<file path="src/rtl/cam_seq_pkg.sv">
// Shared types for the CAM subarray command sequencer.
//   OP_* : micro-command opcodes understood by the subarray.
//   seq_state_e : sequencer FSM states.
//   cam_cmd_t : one queued command, all cmd_* fields packed together.
//   op_legal() : true for the three opcodes the subarray understands.
package cam_seq_pkg;

  localparam logic [2:0] OP_WRITE  = 3'b000;
  localparam logic [2:0] OP_UPDATE = 3'b001;
  localparam logic [2:0] OP_SEARCH = 3'b010;

  typedef enum logic [2:0] {
    ST_IDLE,
    ST_ISSUE,
    ST_WAIT_WR,
    ST_CAPTURE,
    ST_RESP
  } seq_state_e;

  typedef struct packed {
    logic [2:0]  op;
    logic        acc;
    logic        chain;
    logic        addr_sel;
    logic [9:0]  cmp_addr;
    logic [3:0]  ppg_addr;
    logic [1:0]  cmp_data;
    logic [1:0]  ppg_data;
    logic [15:0] data;
    logic [15:0] tag;
  } cam_cmd_t;

  function automatic logic op_legal(input logic [2:0] op);
    return (op == OP_WRITE) || (op == OP_UPDATE) || (op == OP_SEARCH);
  endfunction

endpackage

</file>
<file path="src/rtl/cam_subarray_seq_if.sv">
// Command / response handshake bundle of the CAM sequencer.
//   master : command producer / response consumer
//   slave  : the sequencer
interface cam_seq_if;
  logic        cmd_valid;
  logic        cmd_ready;
  logic [2:0]  cmd_op;
  logic        cmd_acc;
  logic        cmd_chain;
  logic        cmd_addr_sel;
  logic [9:0]  cmd_cmp_addr;
  logic [3:0]  cmd_ppg_addr;
  logic [1:0]  cmd_cmp_data;
  logic [1:0]  cmd_ppg_data;
  logic [15:0] cmd_data;
  logic [15:0] cmd_tag;
  logic        rsp_valid;
  logic        rsp_ready;
  logic [15:0] rsp_tag;
  logic        rsp_err;

  modport master (
    output cmd_valid, cmd_op, cmd_acc, cmd_chain, cmd_addr_sel, cmd_cmp_addr,
           cmd_ppg_addr, cmd_cmp_data, cmd_ppg_data, cmd_data, cmd_tag, rsp_ready,
    input  cmd_ready, rsp_valid, rsp_tag, rsp_err
  );

  modport slave (
    input  cmd_valid, cmd_op, cmd_acc, cmd_chain, cmd_addr_sel, cmd_cmp_addr,
           cmd_ppg_addr, cmd_cmp_data, cmd_ppg_data, cmd_data, cmd_tag, rsp_ready,
    output cmd_ready, rsp_valid, rsp_tag, rsp_err
  );
endinterface

</file>
<file path="src/rtl/cam_cmd_fifo.sv">
// Synchronous FIFO of cam_cmd_t, DEPTH entries (power of 2).
//   clk, rst_n : clock, async active-low reset (empties the FIFO)
//   push/wr_data, pop/rd_data : first-word-fall-through access
//   full, empty : occupancy flags
module cam_cmd_fifo
  import cam_seq_pkg::*;
#(
  parameter int DEPTH = 4
) (
  input  logic     clk,
  input  logic     rst_n,
  input  logic     push,
  input  cam_cmd_t wr_data,
  input  logic     pop,
  output cam_cmd_t rd_data,
  output logic     full,
  output logic     empty
);
  localparam int AW = (DEPTH > 1) ? $clog2(DEPTH) : 1;
  localparam int CW = $clog2(DEPTH + 1);

  cam_cmd_t        mem [DEPTH];
  logic [AW-1:0]   wr_ptr, rd_ptr;
  logic [CW-1:0]   count;
  logic            do_push, do_pop;

  assign full    = (count == CW'(DEPTH));
  assign empty   = (count == '0);
  assign rd_data = mem[rd_ptr];
  assign do_pop  = pop & ~empty;
  // a pop frees the slot the same cycle, so push-while-full is legal then
  assign do_push = push & (~full | do_pop);

  always_ff @(posedge clk) begin
    if (do_push) mem[wr_ptr] <= wr_data;
  end

  // pointers are exactly log2(DEPTH) wide, so they wrap on their own
  always_ff @(posedge clk or negedge rst_n) begin
    if (!rst_n) begin
      wr_ptr <= '0;
      rd_ptr <= '0;
      count  <= '0;
    end else begin
      if (do_push) wr_ptr <= wr_ptr + AW'(1);
      if (do_pop)  rd_ptr <= rd_ptr + AW'(1);
      case ({do_push, do_pop})
        2'b10:   count <= count + CW'(1);
        2'b01:   count <= count - CW'(1);
        default: count <= count;
      endcase
    end
  end
endmodule

</file>
<file path="src/rtl/cam_subarray_seq.sv">
// Command sequencer for one CAM subarray.
//   CLK, rst   : clock, async active-low reset
//   bus        : cmd valid/ready in, one rsp valid/ready out per command
//   busy       : FSM active or commands queued
//   cam_*      : registered control/data pins to the subarray,
//                cam_tag_out / cam_write_done back from it
// Flow: IDLE pops a command and launches it straight onto the pins
// (ISSUE), writes then wait for cam_write_done with a timeout, searches
// take one CAPTURE cycle and latch the tag, then RESP holds the
// response until it is taken. Illegal ops skip to RESP with err set.
module cam_subarray_seq
  import cam_seq_pkg::*;
#(
  parameter int CMD_DEPTH  = 4,
  parameter int WR_TIMEOUT = 15
) (
  input  logic        CLK,
  input  logic        rst,
  cam_seq_if.slave    bus,
  output logic        busy,
  output logic [15:0] cam_data_in,
  output logic        cam_update_signal,
  output logic [9:0]  cam_cmp_addr,
  output logic [3:0]  cam_ppg_addr,
  output logic [1:0]  cam_cmp_data,
  output logic [1:0]  cam_ppg_data,
  output logic [15:0] cam_tag_in,
  output logic        cam_addr_select,
  output logic [2:0]  cam_operation_mode,
  output logic        cam_chip_enable,
  output logic        cam_acc_en,
  input  logic [15:0] cam_tag_out,
  input  logic        cam_write_done
);
  localparam int CW = (WR_TIMEOUT > 0) ? $clog2(WR_TIMEOUT + 1) : 1;

  cam_cmd_t    push_cmd, head;
  logic        full, empty, push, pop, rdy_en;
  seq_state_e  state;
  logic [CW-1:0] wr_cnt;
  logic [15:0] last_tag;
  logic [2:0]  cur_op;
  logic        rsp_valid_q, rsp_err_q;
  logic [15:0] rsp_tag_q;

  always_comb begin
    push_cmd          = '0;
    push_cmd.op       = bus.cmd_op;
    push_cmd.acc      = bus.cmd_acc;
    push_cmd.chain    = bus.cmd_chain;
    push_cmd.addr_sel = bus.cmd_addr_sel;
    push_cmd.cmp_addr = bus.cmd_cmp_addr;
    push_cmd.ppg_addr = bus.cmd_ppg_addr;
    push_cmd.cmp_data = bus.cmd_cmp_data;
    push_cmd.ppg_data = bus.cmd_ppg_data;
    push_cmd.data     = bus.cmd_data;
    push_cmd.tag      = bus.cmd_tag;
  end

  // cmd_ready is held low through reset and the first edge after it
  always_ff @(posedge CLK or negedge rst) begin
    if (!rst) rdy_en <= 1'b0;
    else      rdy_en <= 1'b1;
  end

  assign bus.cmd_ready = rdy_en & ~full;
  assign push          = bus.cmd_valid & bus.cmd_ready;
  assign pop           = (state == ST_IDLE) & ~empty;
  assign busy          = (state != ST_IDLE) | ~empty;
  assign bus.rsp_valid = rsp_valid_q;
  assign bus.rsp_tag   = rsp_tag_q;
  assign bus.rsp_err   = rsp_err_q;

  cam_cmd_fifo #(.DEPTH(CMD_DEPTH)) u_fifo (
    .clk     (CLK),
    .rst_n   (rst),
    .push    (push),
    .wr_data (push_cmd),
    .pop     (pop),
    .rd_data (head),
    .full    (full),
    .empty   (empty)
  );

  always_ff @(posedge CLK or negedge rst) begin
    if (!rst) begin
      state              <= ST_IDLE;
      wr_cnt             <= '0;
      last_tag           <= '0;
      cur_op             <= '0;
      rsp_valid_q        <= 1'b0;
      rsp_err_q          <= 1'b0;
      rsp_tag_q          <= '0;
      cam_data_in        <= '0;
      cam_update_signal  <= 1'b0;
      cam_cmp_addr       <= '0;
      cam_ppg_addr       <= '0;
      cam_cmp_data       <= '0;
      cam_ppg_data       <= '0;
      cam_tag_in         <= '0;
      cam_addr_select    <= 1'b0;
      cam_operation_mode <= '0;
      cam_chip_enable    <= 1'b0;
      cam_acc_en         <= 1'b0;
    end else begin
      case (state)
        ST_IDLE: if (!empty) begin
          cur_op <= head.op;
          if (op_legal(head.op)) begin
            // pins are registered, so they are live for the whole ISSUE cycle
            state              <= ST_ISSUE;
            cam_chip_enable    <= 1'b1;
            cam_operation_mode <= head.op;
            cam_data_in        <= head.data;
            cam_cmp_addr       <= head.cmp_addr;
            cam_ppg_addr       <= head.ppg_addr;
            cam_cmp_data       <= head.cmp_data;
            cam_ppg_data       <= head.ppg_data;
            cam_addr_select    <= head.addr_sel;
            cam_update_signal  <= (head.op == OP_UPDATE);
            cam_tag_in         <= head.chain ? last_tag : head.tag;
            cam_acc_en         <= (head.op == OP_SEARCH) & head.acc;
          end else begin
            state       <= ST_RESP;
            rsp_valid_q <= 1'b1;
            rsp_err_q   <= 1'b1;
            rsp_tag_q   <= '0;
          end
        end
        ST_ISSUE: begin
          wr_cnt <= '0;
          state  <= (cur_op == OP_SEARCH) ? ST_CAPTURE : ST_WAIT_WR;
        end
        ST_WAIT_WR: begin
          if (cam_write_done || (wr_cnt == CW'(WR_TIMEOUT))) begin
            state           <= ST_RESP;
            rsp_valid_q     <= 1'b1;
            rsp_err_q       <= ~cam_write_done;
            rsp_tag_q       <= '0;
            cam_chip_enable <= 1'b0;
            cam_acc_en      <= 1'b0;
          end else begin
            wr_cnt <= wr_cnt + CW'(1);
          end
        end
        ST_CAPTURE: begin
          state           <= ST_RESP;
          last_tag        <= cam_tag_out;
          rsp_tag_q       <= cam_tag_out;
          rsp_err_q       <= 1'b0;
          rsp_valid_q     <= 1'b1;
          cam_chip_enable <= 1'b0;
          cam_acc_en      <= 1'b0;
        end
        ST_RESP: if (bus.rsp_ready) begin
          rsp_valid_q <= 1'b0;
          state       <= ST_IDLE;
        end
        default: state <= ST_IDLE;
      endcase
    end
  end
endmodule

</file>
<file path="src/flat_wrapper.sv">
// flat-port wrapper written by rule: the top's interface ports become plain ports
module cam_subarray_seq_flat import cam_seq_pkg::*;
#(
  parameter int CMD_DEPTH  = 4,
  parameter int WR_TIMEOUT = 15
)
  (CLK, rst, busy, cam_data_in, cam_update_signal, cam_cmp_addr, cam_ppg_addr, cam_cmp_data, cam_ppg_data, cam_tag_in, cam_addr_select, cam_operation_mode, cam_chip_enable, cam_acc_en, cam_tag_out, cam_write_done, bus_cmd_valid, bus_cmd_op, bus_cmd_acc, bus_cmd_chain, bus_cmd_addr_sel, bus_cmd_cmp_addr, bus_cmd_ppg_addr, bus_cmd_cmp_data, bus_cmd_ppg_data, bus_cmd_data, bus_cmd_tag, bus_rsp_ready, bus_cmd_ready, bus_rsp_valid, bus_rsp_tag, bus_rsp_err);
  cam_seq_if bus_i ();
  input  logic CLK;
  input  logic rst;
  output logic busy;
  output logic [15:0] cam_data_in;
  output logic cam_update_signal;
  output logic [9:0] cam_cmp_addr;
  output logic [3:0] cam_ppg_addr;
  output logic [1:0] cam_cmp_data;
  output logic [1:0] cam_ppg_data;
  output logic [15:0] cam_tag_in;
  output logic cam_addr_select;
  output logic [2:0] cam_operation_mode;
  output logic cam_chip_enable;
  output logic cam_acc_en;
  input  logic [15:0] cam_tag_out;
  input  logic cam_write_done;
  input wire logic [$bits(bus_i.cmd_valid)-1:0] bus_cmd_valid;
  input wire logic [$bits(bus_i.cmd_op)-1:0] bus_cmd_op;
  input wire logic [$bits(bus_i.cmd_acc)-1:0] bus_cmd_acc;
  input wire logic [$bits(bus_i.cmd_chain)-1:0] bus_cmd_chain;
  input wire logic [$bits(bus_i.cmd_addr_sel)-1:0] bus_cmd_addr_sel;
  input wire logic [$bits(bus_i.cmd_cmp_addr)-1:0] bus_cmd_cmp_addr;
  input wire logic [$bits(bus_i.cmd_ppg_addr)-1:0] bus_cmd_ppg_addr;
  input wire logic [$bits(bus_i.cmd_cmp_data)-1:0] bus_cmd_cmp_data;
  input wire logic [$bits(bus_i.cmd_ppg_data)-1:0] bus_cmd_ppg_data;
  input wire logic [$bits(bus_i.cmd_data)-1:0] bus_cmd_data;
  input wire logic [$bits(bus_i.cmd_tag)-1:0] bus_cmd_tag;
  input wire logic [$bits(bus_i.rsp_ready)-1:0] bus_rsp_ready;
  output wire logic [$bits(bus_i.cmd_ready)-1:0] bus_cmd_ready;
  output wire logic [$bits(bus_i.rsp_valid)-1:0] bus_rsp_valid;
  output wire logic [$bits(bus_i.rsp_tag)-1:0] bus_rsp_tag;
  output wire logic [$bits(bus_i.rsp_err)-1:0] bus_rsp_err;
  assign bus_i.cmd_valid = bus_cmd_valid;
  assign bus_i.cmd_op = bus_cmd_op;
  assign bus_i.cmd_acc = bus_cmd_acc;
  assign bus_i.cmd_chain = bus_cmd_chain;
  assign bus_i.cmd_addr_sel = bus_cmd_addr_sel;
  assign bus_i.cmd_cmp_addr = bus_cmd_cmp_addr;
  assign bus_i.cmd_ppg_addr = bus_cmd_ppg_addr;
  assign bus_i.cmd_cmp_data = bus_cmd_cmp_data;
  assign bus_i.cmd_ppg_data = bus_cmd_ppg_data;
  assign bus_i.cmd_data = bus_cmd_data;
  assign bus_i.cmd_tag = bus_cmd_tag;
  assign bus_i.rsp_ready = bus_rsp_ready;
  assign bus_cmd_ready = bus_i.cmd_ready;
  assign bus_rsp_valid = bus_i.rsp_valid;
  assign bus_rsp_tag = bus_i.rsp_tag;
  assign bus_rsp_err = bus_i.rsp_err;
  cam_subarray_seq #(.CMD_DEPTH(CMD_DEPTH), .WR_TIMEOUT(WR_TIMEOUT)) u_core (.CLK(CLK), .rst(rst), .bus(bus_i), .busy(busy), .cam_data_in(cam_data_in), .cam_update_signal(cam_update_signal), .cam_cmp_addr(cam_cmp_addr), .cam_ppg_addr(cam_ppg_addr), .cam_cmp_data(cam_cmp_data), .cam_ppg_data(cam_ppg_data), .cam_tag_in(cam_tag_in), .cam_addr_select(cam_addr_select), .cam_operation_mode(cam_operation_mode), .cam_chip_enable(cam_chip_enable), .cam_acc_en(cam_acc_en), .cam_tag_out(cam_tag_out), .cam_write_done(cam_write_done));
endmodule
</file>
<file path="config.mk">
export PLATFORM = sky130hd
export DESIGN_NAME = cam_subarray_seq_flat
export DESIGN_NICKNAME = d
export VERILOG_FILES = /design/src/rtl/cam_seq_pkg.sv /design/src/rtl/cam_subarray_seq_if.sv /design/src/rtl/cam_cmd_fifo.sv /design/src/rtl/cam_subarray_seq.sv /design/src/flat_wrapper.sv
export SDC_FILE = /design/constraint.sdc
export NUM_CORES = 1
export LEC_CHECK = 0
export CAP_MARGIN = 20
export CORE_MARGIN = 10
export CORE_UTILIZATION = 28
export CTS_CLUSTER_SIZE = 12
export DETAILED_ROUTE_END_ITERATION = 10
export PLACE_DENSITY_LB_ADDON = 0.05
export SYNTH_ARGS = -nofsm -noshare
export SYNTH_HDL_FRONTEND = slang
export SYNTH_SLANG_ARGS = --single-unit
</file>
<file path="constraint.sdc">
create_clock -name CLK -period 3.1 [get_ports CLK]
set_input_delay 0.31 -clock CLK [delete_from_list [all_inputs] [get_ports CLK]]
set_output_delay 0.31 -clock CLK [all_outputs]
set_load 0.02 [all_outputs]
</file>
# Yosys cells after proc, flatten, opt, wreduce, memory -nomap -nowiden
# Memories as Yosys holds them, arrays and structs flattened.
# Index checks and enable logic that the tools add are counted.
[word_totals]
regBits = 109
latch_bits = 0
mem_bits_rw = 224
romBits = 0
in_bits = 77
out_inout_bits = 77
elab_cells = 104
mem_count = 1
[op_classes]
n_addsub = 5
multipliers = 0
n_div = 0
n_lt_le_gt_ge = 0
n_eq_ne = 17
shifts = 0
n_mux = 30
bitwise = 11
reduce_logical = 18
[mem_list]
columns = ["name", "words", "width", "rd", "rd_clocked_by_memory_dff", "write_ports", "line_no", "rtl"]
rows = [
  ["u_core.u_fifo.mem", 4, 56, 1, 0, 1, "cam_cmd_fifo.sv:22", "cam_cmd_t mem [DEPTH];"],
]
[op_table]
columns = ["op", "n"]
rows = [
  ["16-bit two-way mux", 4],
  ["16-bit one-hot mux with 3 select lines", 1],
  ["3-bit one-hot mux with 5 select lines", 1],
  ["1-bit two-way mux", 13],
  ["3-bit by 2-bit equality test with 1-bit output, second input constant", 4],
  ["3-bit two-way mux", 4],
  ["2-bit != test, second input constant", 5],
  ["3-bit logical NOT", 3],
  ["1-bit one-hot mux with 3 select lines", 3],
  ["4-bit one-hot mux with 2 select lines", 1],
  ["4-bit AND reduction", 2],
  ["1-bit AND", 6],
  ["3-bit by 1-bit equality test with 1-bit output, second input constant", 2],
  ["3-bit equality test, second input constant", 2],
  ["3-bit one-hot mux with 2 select lines", 1],
  ["3-bit AND reduction", 2],
  ["3-bit nonzero test", 2],
  ["5-bit AND reduction", 1],
  ["2-bit by 1-bit adder with 2-bit output, second input constant", 2],
  ["4-bit by 1-bit adder with 4-bit output, second input constant", 1],
  ["4-bit equality test, second input constant", 1],
  ["4-bit two-way mux", 1],
  ["1-bit one-hot mux with 4 select lines", 1],
  ["2-bit AND reduction", 2],
  ["10 further kinds", 16],
]

# Logic depth before layout (Yosys ltp)
[logic_depth]
ltp_word = 8
mapped_depth = 10
depth_no_buf = 10

# Hierarchy
# Synthesis repeated with hierarchy kept, for this count alone.
[unflattened]
cells_unflattened = 711
area_unflattened_um2 = 12983.7
[modules_own_cells]
columns = ["module", "n_inst", "cells_each", "area_each_um2", "seq_area_each_um2"]
rows = [
  ["cam_cmd_fifo", 1, 347, 8583.2, 6901.6],
  ["cam_subarray_seq", 1, 364, 4400.5, 2552.4],
]

# Worst setup path after synthesis
# OpenSTA, ideal clock, no wires.
[synth_timing]
path_kind = "reg-to-reg"
start = "register u_core.u_fifo.count[1]"
end = "memory u_core.u_fifo.mem[0][0] (netlist name), enable pin"
setup_time_ps = 420
arrival_ps = 2452
setup_slack_ps = 228
path_stages_with_launch = 4
n_path_buf = 0
cell_sequence = "dfrtp_1 inv_1 a31oi_1 and3_1"
[synth_lines]
columns = ["item", "line_no", "rtl"]
rows = [
  ["start, declared", "cam_cmd_fifo.sv:24", "logic [CW-1:0] count;"],
  ["start signal, assigned", "cam_cmd_fifo.sv:48", "2'b10: count <= count + CW'(1);"],
  ["start signal, assigned", "cam_cmd_fifo.sv:49", "2'b01: count <= count - CW'(1);"],
  ["start signal, assigned", "cam_cmd_fifo.sv:50", "default: count <= count;"],
  ["3-bit equality test", "cam_cmd_fifo.sv:27", "assign full = (count == CW'(DEPTH));"],
  ["1-bit inverter", "cam_subarray_seq.sv:66", "assign bus.cmd_ready = rdy_en & ~full;"],
  ["1-bit AND", "cam_subarray_seq.sv:66", ""],
  ["net bus_cmd_ready", "flat_wrapper.sv:37", "output wire logic [$bits(bus_i.cmd_ready)-1:0] bus_cmd_ready;"],
  ["1-bit AND", "cam_subarray_seq.sv:67", "assign push = bus.cmd_valid & bus.cmd_ready;"],
  ["1-bit AND", "cam_cmd_fifo.sv:32", "assign do_push = push & (~full | do_pop);"],
  ["1-bit two-way mux", "cam_cmd_fifo.sv:35", "if (do_push) mem[wr_ptr] <= wr_data;"],
  ["1-bit two-way mux (implied by the code)", "cam_cmd_fifo.sv:35", ""],
  ["end, declared", "cam_cmd_fifo.sv:22", ""],
]
# The timed path passes the listed nets, and every way through them passes these cells.

# Worst setup path after layout
[layout_timing]
start = "register u_core.state[0]"
end = "output busy"
[layout_between]
elab_chain_len = 2
[layout_rtl]
columns = ["item", "line_no", "rtl"]
rows = [
  ["start, declared", "cam_subarray_seq.sv:39", "seq_state_e state;"],
  ["start signal, assigned", "cam_subarray_seq.sv:132", "state <= (cur_op == OP_SEARCH) ? ST_CAPTURE : ST_WAIT_WR;"],
  ["3-bit nonzero test", "cam_subarray_seq.sv:69", "assign busy = (state != ST_IDLE) | ~empty;"],
  ["1-bit bitwise OR", "cam_subarray_seq.sv:69", ""],
  ["end, declared", "flat_wrapper.sv:11", "output logic busy;"],
]
# No other way between the ends.

==> impl_metrics.py <==
metrics = {
    "logic_synthesis": {
        "synth.avg_cell_area_um2": 19.78,
        "yosysUniqueCellTypes": 46,
        "synth_area_um2": 12560,
        "yosys_register_bits": 333,
        "syn_nets": 719,
        "synth-seq-area-share": 0.7525,
        "syn_inst": 635,
        "synth_edf_count": 224,
        "yosysWarnings": 0,
        "synth-main-ff-cell": "edfxtp_1",
        "async_reset_ff_frac": 0.3273,
    },
    "detailed_routing": {
        "ant_nets": 0,
        "drtIter0Drc": 247,
        "drc_errors": 0,
        "dr.pass1.iters": 4,
        "drt_wl_total_um": 30200,
        "vias_per_cell": 4.501,
        "wl_per_cell_um": 20.98,
        "vias": 6477,
    },
    "floorplanning": {
        "die_w_um": 231.8,
        "fp.dieH_um": 231.8,
        "ios": 154,
        "start_util": 0.2835,
        "rows": 77,
        "dieArea_um2": 53740,
        "core_area_um2": 44320,
    },
    "worst_setup_path": {
        "r2r_cells": 4,
        "cp_data_required_time_ns": 2.79,
        "max_stage_delay_ns": 0.57,
        "end_kind": "output port",
        "rr_startpoint": "u_core.u_fifo.rd_ptr[0]",
        "cp_cell_sequence": "or3_1 > or4_1 > clkdlybuf4s50_1",
        "reg2reg_slack_ns": 0.52,
        "reg2reg_to": "u_core.cam_data_in[2]",
        "cp_slowest_cell": "clkdlybuf4s50_1",
        "cp_max_fo": 13,
        "critical_path_arrival_ns": 2.64,
        "startpoint_type": "register",
        "worst-setup-path-type": "reg2out",
    },
    "power": {
        "total_power_mw": 15.42,
        "p_sw_mw": 4.831,
        "p_clk_frac": 0.271,
        "p_leak_nw": 5.766,
        "seqPwrFrac": 0.404,
        "switching_share": 0.3133,
        "powerDensity_nw_per_um2": 954.2,
        "power.share.combinational": 0.325,
        "peakVddDrop_v": 0.0004048,
        "p_int_mw": 10.59,
    },
    "cts": {
        "clk_pin_slew_ns": 0.06,
        "cts_buffers": 39,
        "htreeDepth": 2,
        "cts_buffer_depth": 3,
        "cts_hold_buf": 1,
        "cts_resized": 0,
        "cts.sinks": 333,
        "cts_setup_buffers": 0,
        "tritoncts": "built",
        "clock-root-buffer": "clkbuf_16",
        "worstSkewPairLatency_ns": 0.54,
    },
    "min_path": {
        "hold_class": "in2async",
    },
    "placement": {
        "hpwlAfterDp_um": 18710,
        "dpl_cell_area_um2": 15000,
        "gp_congestion": 0.7186,
        "io_buffers": 153,
    },
    "timing": {
        "fin_setup_tns_ns": 0,
        "skew_ns": 0.008623,
        "tightestPinTransition_ns": 0.8648,
        "slew_violations": 0,
        "holdWs_ns": 0.3500,
        "period_minus_slack_ns": 2.950,
        "relSlewSlack": 0.4234,
        "max_freq_mhz": 339.0,
        "rsz0062_at_grt": "false",
        "setup_violations": 0,
        "finalHoldViolCount": 0,
        "fin_crit_sh": 0.9515,
    },
    "final_layout": {
        "nFillCells": 4139,
        "drive_above_1_share": 0.2043,
        "fin_area_um2": 16160,
        "nNetsFinal": 902,
        "syn_to_final_growth_pct": 28.64,
        "insertedDiodeCount": 0,
    },
    "grt": {
        "grt-ovfl-total": 0,
        "grt_max_degree": 58,
        "grt_pass1_vias": 7271,
        "antenna_found_initial": 2,
        "grt_pass1_wl_um": 45930,
        "grt_usage": 0.1135,
    },
    "status": {
        "status": "complete, no violations",
    },
    "run": {
        "cap_violations": 0,
    },
}
worst max path at each step:
| stage | startpoint | end | slack [ns] |
|---|---|---|---|
| after floorplan | u_core.u_fifo.count[1] | u_core.u_fifo.mem[0][0] | 0.23 |
| after global placement | u_core.u_fifo.rd_ptr[0] | u_core.cam_data_in[11] | 0.52 |
| after detailed placement | u_core.u_fifo.rd_ptr[0] | u_core.cam_data_in[2] | 0.49 |
| after CTS | u_core.state[0] | busy | 0.08 |
| after global routing | u_core.state[0] | busy | 0.06 |
| final | u_core.state[0] | busy | 0.15 |
area by class of cell:
type	instances	area, um2	area share
multi-input cells	257	2934	0.1815
clock buffers	57	1064	0.06580
inverters	14	52.55	0.003252
repair buffers	173	1819	0.1126
clock inverters	13	90.09	0.005574
well taps	592	740.7	0.04583
flip-flops and latches	333	9462	0.5854
layer usage:
metal,routed length (um),global-route usage,up-vias
met5,27,0,-
met4,681,0.03982,4
met3,1804,0.03249,46
met2,14500,0.1841,158
met1,13180,0.1425,3396
li1,-,-,2873
state kept, by name, summed over array words and instances (netlist names), 3 cells and up:
register                   count
u_core.u_fifo.count            3
u_core.cam_data_in            16
u_core.cam_tag_in             16
u_core.last_tag               16
u_core.cam_cmp_addr           10
u_core.bus.rsp_tag            16
u_core.state                   3
u_core.wr_cnt                  4
u_core.cur_op                  3
u_core.u_fifo.mem            224
u_core.cam_operation_mode      3
u_core.cam_ppg_addr            4
worst max-delay path: cells and delay by family, from the launching register on:
family                 cells  cell delay, ns
and+or+nand+nor            2            1.02
DFF                        1            0.52
buffers and inverters      1            0.57
layout by cell type (no fill, tap or decap), types with 6 or more instances in the layout:
cell type,n
mux2_2,37
clkinv_2,8
clkbuf_1,16
buf_4,9
buf_12,11
o21ai_0,7
ha_1,6
mux2_1,18
dfrtp_1,107
mux2i_1,19
a21oi_1,24
inv_1,14
clkdlybuf4s50_1,152
mux4_2,56
clkbuf_16,39
nor2_1,23
a22o_1,16
edfxtp_1,224
cell usage after synthesis, types with 6 or more instances:
cell | count | area, um2
edfxtp_1 | 224 | 6726
dfrtp_1 | 109 | 2728
mux4_2 | 56 | 1261
mux2_2 | 37 | 416.7
a21oi_1 | 24 | 120.1
nor2_1 | 23 | 86.33
mux2i_1 | 19 | 190.2
mux2_1 | 18 | 202.7
a22o_1 | 16 | 140.1
inv_1 | 14 | 52.55
clkbuf_1 | 13 | 48.80
buf_2 | 9 | 45.04
o21ai_0 | 7 | 35.03
ha_1 | 6 | 75.07
power groups by stage:
| stage | clock [mW] | combinational [mW] | sequential, mW |
|---|---|---|---|
| after floorplan | 0 | 2.80 | 6.55 |
| after global placement | 0 | 5.09 | 6.31 |
| after detailed placement | 0 | 5.15 | 6.33 |
| after CTS | 4.35 | 5.18 | 6.26 |
| after global routing | 4.52 | 5.47 | 6.35 |
| final | 4.18 | 5.01 | 6.23 |
per-stage QoR:
step / cells / utilization / setup slack [ns]
after detailed placement: 1368 / 0.3384 / 0.4906
after floorplan: 635 / - / 0.2281
final: 1439 / 0.3647 / 0.1504
after global placement: 1368 / 0.3384 / 0.5233
after CTS: 1439 / 0.3647 / 0.07619
after global routing: 1439 / 0.3647 / 0.06228
cells by family (layout without fill, tap and decap cells):
family,Yosys count,after routing,share of synthesized area
DFF,333,333,0.7525
muxes,130,130,0.1648
AOI/OAI and AO/OA,63,63,0.03516
and+or+nand+nor,49,49,0.01922
buffers and inverters,45,257,0.01554
adders and majority gates,7,7,0.007569
xor gates and xnor gates,7,7,0.004880
other,1,1,0.0002985
Power figures use the tool's default switching activity.
